### src/rtl/cpu_pkg.sv
// Shared definitions for the program-control stage: sequencer states,
// opcode encodings and the instruction field layout.
package cpu_pkg;

    localparam int INSTR_W = 8;

    // Instruction field bit positions
    localparam int OPC_HI = 7;
    localparam int OPC_LO = 5;
    localparam int DST    = 4;
    localparam int SRCA   = 3;
    localparam int SRCB   = 2;

    // Opcode encodings; the sequencer passes them through unmodified
    localparam logic [2:0] OP_0 = 3'd0;
    localparam logic [2:0] OP_1 = 3'd1;
    localparam logic [2:0] OP_2 = 3'd2;
    localparam logic [2:0] OP_3 = 3'd3;
    localparam logic [2:0] OP_4 = 3'd4;
    localparam logic [2:0] OP_5 = 3'd5;
    localparam logic [2:0] OP_6 = 3'd6;
    localparam logic [2:0] OP_7 = 3'd7;

    typedef enum logic [2:0] {
        IDLE   = 3'd0,
        FETCH  = 3'd1,
        DECODE = 3'd2,
        READ   = 3'd3,
        WB     = 3'd4,
        DONE   = 3'd5
    } seq_state_t;

endpackage

### src/rtl/prog_mem.sv
// Program memory: PROG_DEPTH x INSTR_W, synchronous write, asynchronous read.
// Contents survive reset; only the write port changes them.
module prog_mem
    import cpu_pkg::*;
#(
    parameter int ADDR_W     = 4,
    parameter int PROG_DEPTH = 16
) (
    input  logic               clk,
    input  logic               we,
    input  logic [ADDR_W-1:0]  waddr,
    input  logic [INSTR_W-1:0] wdata,
    input  logic [ADDR_W-1:0]  raddr,
    output logic [INSTR_W-1:0] rdata
);

    logic [INSTR_W-1:0] mem [PROG_DEPTH];

    // Write port
    always_ff @(posedge clk) begin
        if (we) begin
            mem[waddr] <= wdata;
        end
    end

    assign rdata = mem[raddr];

endmodule

### src/rtl/instr_sequencer.sv
// Program-control stage ahead of the register bank and ALU. Steps a PC
// through program memory, spending four cycles per instruction so operand
// read, ALU evaluation and write-back line up with the bank's registers.
module instr_sequencer
    import cpu_pkg::*;
#(
    parameter int ADDR_W     = 4,
    parameter int PROG_DEPTH = 16
) (
    input  logic               clk,
    input  logic               reset,
    input  logic               prog_we,
    input  logic [ADDR_W-1:0]  prog_addr,
    input  logic [INSTR_W-1:0] prog_data,
    input  logic [ADDR_W:0]    prog_len,
    input  logic               start,
    output logic [INSTR_W-1:0] instr,
    output logic               rd,
    output logic [ADDR_W-1:0]  pc,
    output logic               busy,
    output logic               done,
    output logic               prog_err
);

    localparam logic [ADDR_W:0] DEPTH_L = (ADDR_W+1)'(PROG_DEPTH);
    localparam logic [ADDR_W:0] ONE_L   = (ADDR_W+1)'(1);

    seq_state_t         state;
    logic [ADDR_W:0]    len_q;
    logic [ADDR_W:0]    len_clamp;
    logic [ADDR_W:0]    pc_inc;
    logic [INSTR_W-1:0] mem_rdata;
    logic               mem_we;

    // busy is exactly FETCH..WB, so it doubles as the write-lockout qualifier
    assign mem_we    = prog_we && !busy;
    assign len_clamp = (prog_len > DEPTH_L) ? DEPTH_L : prog_len;
    // One extra bit so pc+1 can be compared against a length of PROG_DEPTH
    assign pc_inc    = {1'b0, pc} + ONE_L;

    prog_mem #(
        .ADDR_W     (ADDR_W),
        .PROG_DEPTH (PROG_DEPTH)
    ) u_prog_mem (
        .clk   (clk),
        .we    (mem_we),
        .waddr (prog_addr),
        .wdata (prog_data),
        .raddr (pc),
        .rdata (mem_rdata)
    );

    // Sequencer FSM with registered outputs; rd is set on entry to WB only
    always_ff @(posedge clk) begin
        if (reset) begin
            state    <= IDLE;
            len_q    <= '0;
            pc       <= '0;
            instr    <= '0;
            rd       <= 1'b0;
            busy     <= 1'b0;
            done     <= 1'b0;
            prog_err <= 1'b0;
        end else begin
            prog_err <= prog_we && busy;
            rd       <= 1'b0;
            case (state)
                IDLE, DONE: begin
                    if (start) begin
                        len_q <= len_clamp;
                        pc    <= '0;
                        if (len_clamp == '0) begin
                            state <= DONE;
                            done  <= 1'b1;
                        end else begin
                            state <= FETCH;
                            done  <= 1'b0;
                            busy  <= 1'b1;
                        end
                    end
                end
                FETCH: begin
                    instr <= mem_rdata;
                    state <= DECODE;
                end
                DECODE: begin
                    state <= READ;
                end
                READ: begin
                    state <= WB;
                    rd    <= 1'b1;
                end
                WB: begin
                    pc <= pc_inc[ADDR_W-1:0];
                    if (pc_inc == len_q) begin
                        state <= DONE;
                        done  <= 1'b1;
                        busy  <= 1'b0;
                    end else begin
                        state <= FETCH;
                    end
                end
                default: begin
                    state <= IDLE;
                    busy  <= 1'b0;
                end
            endcase
        end
    end

endmodule
### config.mk
export PLATFORM = sky130hd
export DESIGN_NAME = instr_sequencer
export DESIGN_NICKNAME = d
export VERILOG_FILES = /design/src/rtl/cpu_pkg.sv /design/src/rtl/prog_mem.sv /design/src/rtl/instr_sequencer.sv
export SDC_FILE = /design/constraint.sdc
export NUM_CORES = 1
export LEC_CHECK = 0
export BUFFER_PORTS_ARGS = -buffer_cell sky130_fd_sc_hd__buf_2
export CORE_MARGIN = 3
export CORE_UTILIZATION = 35
export DETAILED_ROUTE_END_ITERATION = 16
export HOLD_SLACK_MARGIN = 0.06
export PLACE_DENSITY_LB_ADDON = 0.12
export SLEW_MARGIN = 20
export SYNTH_ARGS = -nofsm -noshare
export SYNTH_HDL_FRONTEND = slang
export SYNTH_HIERARCHICAL = 1
export SYNTH_SLANG_ARGS = --single-unit
### constraint.sdc
create_clock -name clk -period 2.7 [get_ports clk]
set_input_delay 0.135 -clock clk [delete_from_list [all_inputs] [get_ports clk]]
set_output_delay 0.135 -clock clk [all_outputs]
set_load 0.03 [all_outputs]
== Yosys cells after proc, flatten, opt, wreduce, memory -nomap -nowiden ==
Memories as Yosys holds them, arrays and structs flattened. A register that Yosys moved wholly into a read port is not among the register bits.
Index checks and enable logic that the tools add are counted.

* Logic and storage cells: 50
* Bits in writable memories: 128
* Bits of input ports: 21
* Memories kept: 1
* Output and inout port bits: 16
* Flip-flop bits (word level): 16

{| class="wikitable"
|+ Memories
! name !! depth !! width !! rd ports !! clocked after memory_dff !! write ports !! line !! text
|-
| u_prog_mem.mem || 16 || 8 || 1 || 1 || 1 || prog_mem.sv:17 || <nowiki>logic [INSTR_W-1:0] mem [PROG_DEPTH];</nowiki>
|}

* Bitwise logic cells: 1
* Mux-type cells: 18
* Reductions and logical operators: 12
* Eq/ne operators: 9
* Add/subtract/negate cells: 1
* $lt $le $gt $ge: 1

{| class="wikitable"
|+ Operator list
! cell !! number
|-
| 3-bit case mux with 5 select lines || 1
|-
| 1-bit 2-to-1 mux || 9
|-
| 3-bit 2-to-1 mux || 3
|-
| 4-bit case mux with 2 select lines || 1
|-
| 3-bit by 2-bit equality test with 1-bit output, second input constant || 2
|-
| 3-bit equality test, second input constant || 2
|-
| 2-bit != test, second input constant || 3
|-
| 4-bit by 1-bit adder with 5-bit output, second input constant || 1
|-
| 5-bit equality test || 1
|-
| 5-bit greater-than comparator, second input constant || 1
|-
| 5-bit zero test || 1
|-
| 5-bit 2-to-1 mux || 1
|-
| 4-bit 2-to-1 mux || 1
|-
| 2-bit AND reduction || 2
|-
| 4-bit AND reduction || 1
|-
| 3-bit by 1-bit equality test with 1-bit output, second input constant || 1
|-
| 3-bit zero test || 1
|-
| 1-bit case mux with 3 select lines || 1
|-
| 3-bit AND reduction || 1
|-
| 3-bit OR reduction || 1
|-
| 1-bit logical AND || 2
|-
| 1-bit case mux with 2 select lines || 1
|-
| 2-bit nonzero test || 1
|-
| 2-bit OR reduction || 1
|-
| 2 further kinds || 2
|}

== Longest topological paths before layout ==
* Word-level depth: 6
* Depth in mapped cells: 7

== By module ==
Netlist, hierarchy kept.

{| class="wikitable"
|+ Modules (own cells, without submodules)
! module !! area each (µm²) !! instances !! cells an instance !! seq. area each (µm²)
|-
| prog_mem || 4987.3 || 1 || 221 || 3843.7
|-
| instr_sequencer || 1154.9 || 1 || 133 || 480.5
|}

== Worst setup path before layout ==
No wires, ideal clock.

* Kind: reg-to-reg
* From: reg busy
* To: mem u_prog_mem.mem[0][0], enable pin
* Stages on the path, launching flop included: 4
* Required time: 2317 ps
* Setup slack: 549 ps
* Arrival: 1768 ps
* Cells stage by stage: dfxtp_1 > nor2b_1 > or3b_2 > nor3_1

* Longest elaborated chain between the ends: 4

{| class="wikitable"
|+ RTL lines
! item !! line !! text
|-
| start: declaration || instr_sequencer.sv:20 || <nowiki>output logic busy,</nowiki>
|-
| start signal: assignment || instr_sequencer.sv:61 || <nowiki>busy <= 1'b0;</nowiki>
|-
| start signal: assignment || instr_sequencer.sv:78 || <nowiki>busy <= 1'b1;</nowiki>
|-
| start signal: assignment || instr_sequencer.sv:98 || <nowiki>busy <= 1'b0;</nowiki>
|-
| 1-bit zero test || instr_sequencer.sv:36 || <nowiki>assign mem_we = prog_we && !busy;</nowiki>
|-
| 1-bit logical AND || instr_sequencer.sv:36 ||
|-
| via mem_we || instr_sequencer.sv:33 || <nowiki>logic mem_we;</nowiki>
|-
| 1-bit 2-to-1 mux || prog_mem.sv:21 || <nowiki>if (we) begin</nowiki>
|-
| 1-bit 2-to-1 mux (implied by the code) || prog_mem.sv:22 || <nowiki>mem[waddr] <= wdata;</nowiki>
|-
| end: declaration || prog_mem.sv:17 ||
|}

The timed path passes the listed nets, and every way through them passes these cells.

== Worst setup path after layout ==
* From: reg state[2]
* To: reg len_q[1]

* Longest elaborated chain between the ends: 3
* Elaborated cells on any way between the ends: 4
* Those cells by class: eq/ne (1); reduce/logical (3)

{| class="wikitable"
|+ RTL lines
! item !! line !! text
|-
| start: declaration || instr_sequencer.sv:28 || <nowiki>seq_state_t state;</nowiki>
|-
| start signal: assignment || instr_sequencer.sv:56 || <nowiki>state <= IDLE;</nowiki>
|-
| start signal: assignment || instr_sequencer.sv:73 || <nowiki>state <= DONE;</nowiki>
|-
| start signal: assignment || instr_sequencer.sv:76 || <nowiki>state <= FETCH;</nowiki>
|-
| 3-bit equality test or 3-bit zero test (tied branches) || instr_sequencer.sv:67 || <nowiki>case (state)</nowiki>
|-
| 2-bit OR reduction (*) || instr_sequencer.sv:67 ||
|-
| 2-bit AND reduction (no line) (*) || - ||
|-
| end signal: assignment || instr_sequencer.sv:70 || <nowiki>len_q <= len_clamp;</nowiki>
|-
| end: declaration || instr_sequencer.sv:29 || <nowiki>logic [ADDR_W:0] len_q;</nowiki>
|}

Every way passes the cells marked *; elsewhere a longest branch is shown, timed or not.
A chain may end at the register's enable or synchronous reset.

==> reports/metrics.cfg <==
[critical_path]
critPathMaxFanout=12
timing.rr.start=state[2]
reg2regPathDepth=5
endpoint_kind=register
cp_data_arrival_time_ns=2.38
crit_path_start=state[2]
crit_type=register to register
worstReg2RegEnd=len_q[1]
start_kind=register
r2r_slack_ns=0.67
required_ns=3.06

[logic_synthesis]
yosysTopAreaCell=edfxtp_1
yosys_most_used_dff=edfxtp_1
synth_xor_area_share_pct=0.998
synth.avg_cell_area_um2=17.4
yosysMostFrequentCell=edfxtp_1
synth_cell_type_count=47
synth.yosys.seq_area_share_pct=70.4
synthesis.instances=354
synth_mux_area_share_pct=13.9
synth_common_cells=edfxtp_1 (128), nor2_1 (29), dfxtp_1 (24)
synthAdderAreaFrac_pct=0.204
yosys_warnings=6
netlist_area_mm2=0.00614
synth_compound_area_share_pct=5.09
postSynthNetCount=376
ys_ff_latch=152
synth_edf_count=128
synth-simple-area-share_pct=7.17
ys_top_cells_by_area=edfxtp_1 (63%), dfxtp_1 (7.8%), mux4_2 (6.6%)
synth_top_family_by_area=multiplexers
yosysTopAreaCellShare_pct=62.6
async_reset_ff_share_pct=0

[cells_and_area]
fill_cells=1508
fin_nets=440
final_layout_size_suffix_gt1_share_pct=26.0
diodes=0
syn_to_final_growth_pct=19.1

[timing]
finalCritPeriodShare_pct=75.1
skew_ns=0.00802
rsz0062_at_grt=false
worst_pin_slew_ns=0.607
tns_ns=0
slew_headroom_pct=59.5
setup_viol=0
fmax_mhz=493
finalHoldViolations=0
slew_viol_final=0
period_minus_slack_ns=2.03

[pwr]
power.total_mw=5.28
pwr_density_cell_mw_per_mm2=721
leakage_nw=2.48
ir_drop_mv=0.469

[global_routing]
antenna_found_initial=0
grt_pass1_vias=3414
grt_usage_pct=14.6
overflow=0
grt_start_max_net_pins=39
grt_pass1_wl_um=20800

[cts]
clk_path_buf_depth=2
root_buffer=clkbuf_16
cts_tree=built
htree_levels=4
numCtsBuffers=17
clkTransAtPathRegs_ns=0.07
post_cts_buffers=0
cts_sinks=152
clk_latency_ns=0.42

[detailed_routing]
routed_wl_um=13400
first_iter_violations=239
drc=0
ant_nets=0
num_vias=3319
via_per_inst=5.10
first_pass_iters=6
wl_per_cell_um=20.6

[floorplanning]
core-area_mm2=0.0169
die_w_um=138
start_util_pct=36.4
dieArea_mm2=0.0192
die_y_um=138
num_io_pins=37
rows=47

[placement]
place_congestion=0.741
dp_hpwl_um=8660
port_buffers=36

[hold_path]
hp-class=input pin to register
worstHoldStart=prog_data[6]
hold_end=u_prog_mem/mem[7][6]
hold-path-cell-count=1

[outcome]
status=complete, no violations

[job]
maxCapViolCount=0

==> kinds of logic after synthesis <==
group	Yosys count
multiplexers	40
AO/OA/AOI/OAI	45
AND/OR/NAND/NOR	88
buffers and inverters	21
adder cells (fa/ha/maj)	1
XOR/XNOR	7
flip-flops	152
==> worst max-delay path by stage <==
stage,slack (ns),endpoint,cells after the start
2_1_floorplan,0.55,u_prog_mem/mem[0][0],3
5_1_grt,0.57,len_q[1],5
6_report,0.67,len_q[1],5
3_3_place_gp,0.70,instr[1],6
3_5_place_dp,0.71,state[2],6
4_1_cts,0.69,len_q[1],5
==> cell type report <==
cell class                      instances  area (um2)  area share [%]
Tap cell                              220         275            3.76
Sequential cell                       152        4330            59.1
Clock buffer                           17         425            5.82
Multi-Input combinational cell        181        1680            23.0
Inverter                                4        15.0           0.205
Clock inverter                         15         178            2.43
Timing Repair Buffer                   62         415            5.68
==> metrics by stage <==
stage               setup WS, ns  cell area (um2)  hold WS [ns]  instances  utilization (%)
floorplan                  0.549             6140         0.234        354                -
CTS                        0.687             7310        0.0893        651             43.3
finish                     0.672             7310         0.109        651             43.3
global route               0.566             7310         0.111        651             43.3
global placement           0.701             6650         0.389        613             39.4
detailed placement         0.706             6650         0.372        613             39.4
==> cell usage in the layout (no fill, tap or decap), drive strengths merged, types with 3 or more instances in the layout <==
cell type / n
inv: 12
clkbuf: 17
nand2b: 4
a21oi: 11
buf: 56
edfxtp: 128
clkinv: 4
nor3: 7
nand3: 3
nand2: 20
dfxtp: 24
dlygate4sd3: 6
mux4: 32
nor2: 30
a22oi: 17
xnor2: 5
mux2i: 8
nand3b: 6
o21ai: 4
nor2b: 4
==> critical path: stages, from the launching register on <==
cell and delay, ns:
dfxtp_1 0.57, xnor2_1 0.21, and3_1 0.37, nand3b_1 0.11, dlygate4sd3_1 0.56, a21oi_1 0.13
==> state kept, by name, summed over array words and instances, names as in the netlist <==
signal and cells:
u_prog_mem/mem 128, instr 8, len_q 5, pc 4, state 3, busy 1
done 1, prog_err 1, rd 1
==> metal layers <==
layer	track usage [%]	share of wire, %	up-vias
li1	-	-	1551
met1	21.0	49	1681
met2	21.7	45	75
met3	4.45	4.4	12
met4	3.59	0.98	0
met5	0	0	-
==> where the power goes <==
part	total, mW	internal (mW)	switching, mW
Clock	2.38	1.32	1.05
Combinational	0.275	0.0987	0.176
Sequential	2.62	2.59	0.0338
==> what timing repair did <==
action	4_1_cts	5_1_grt
gates resized for setup	0	0
endpoints found under the hold margin	6	0
hold buffers	6	0
Power figures use the tool's default switching activity.
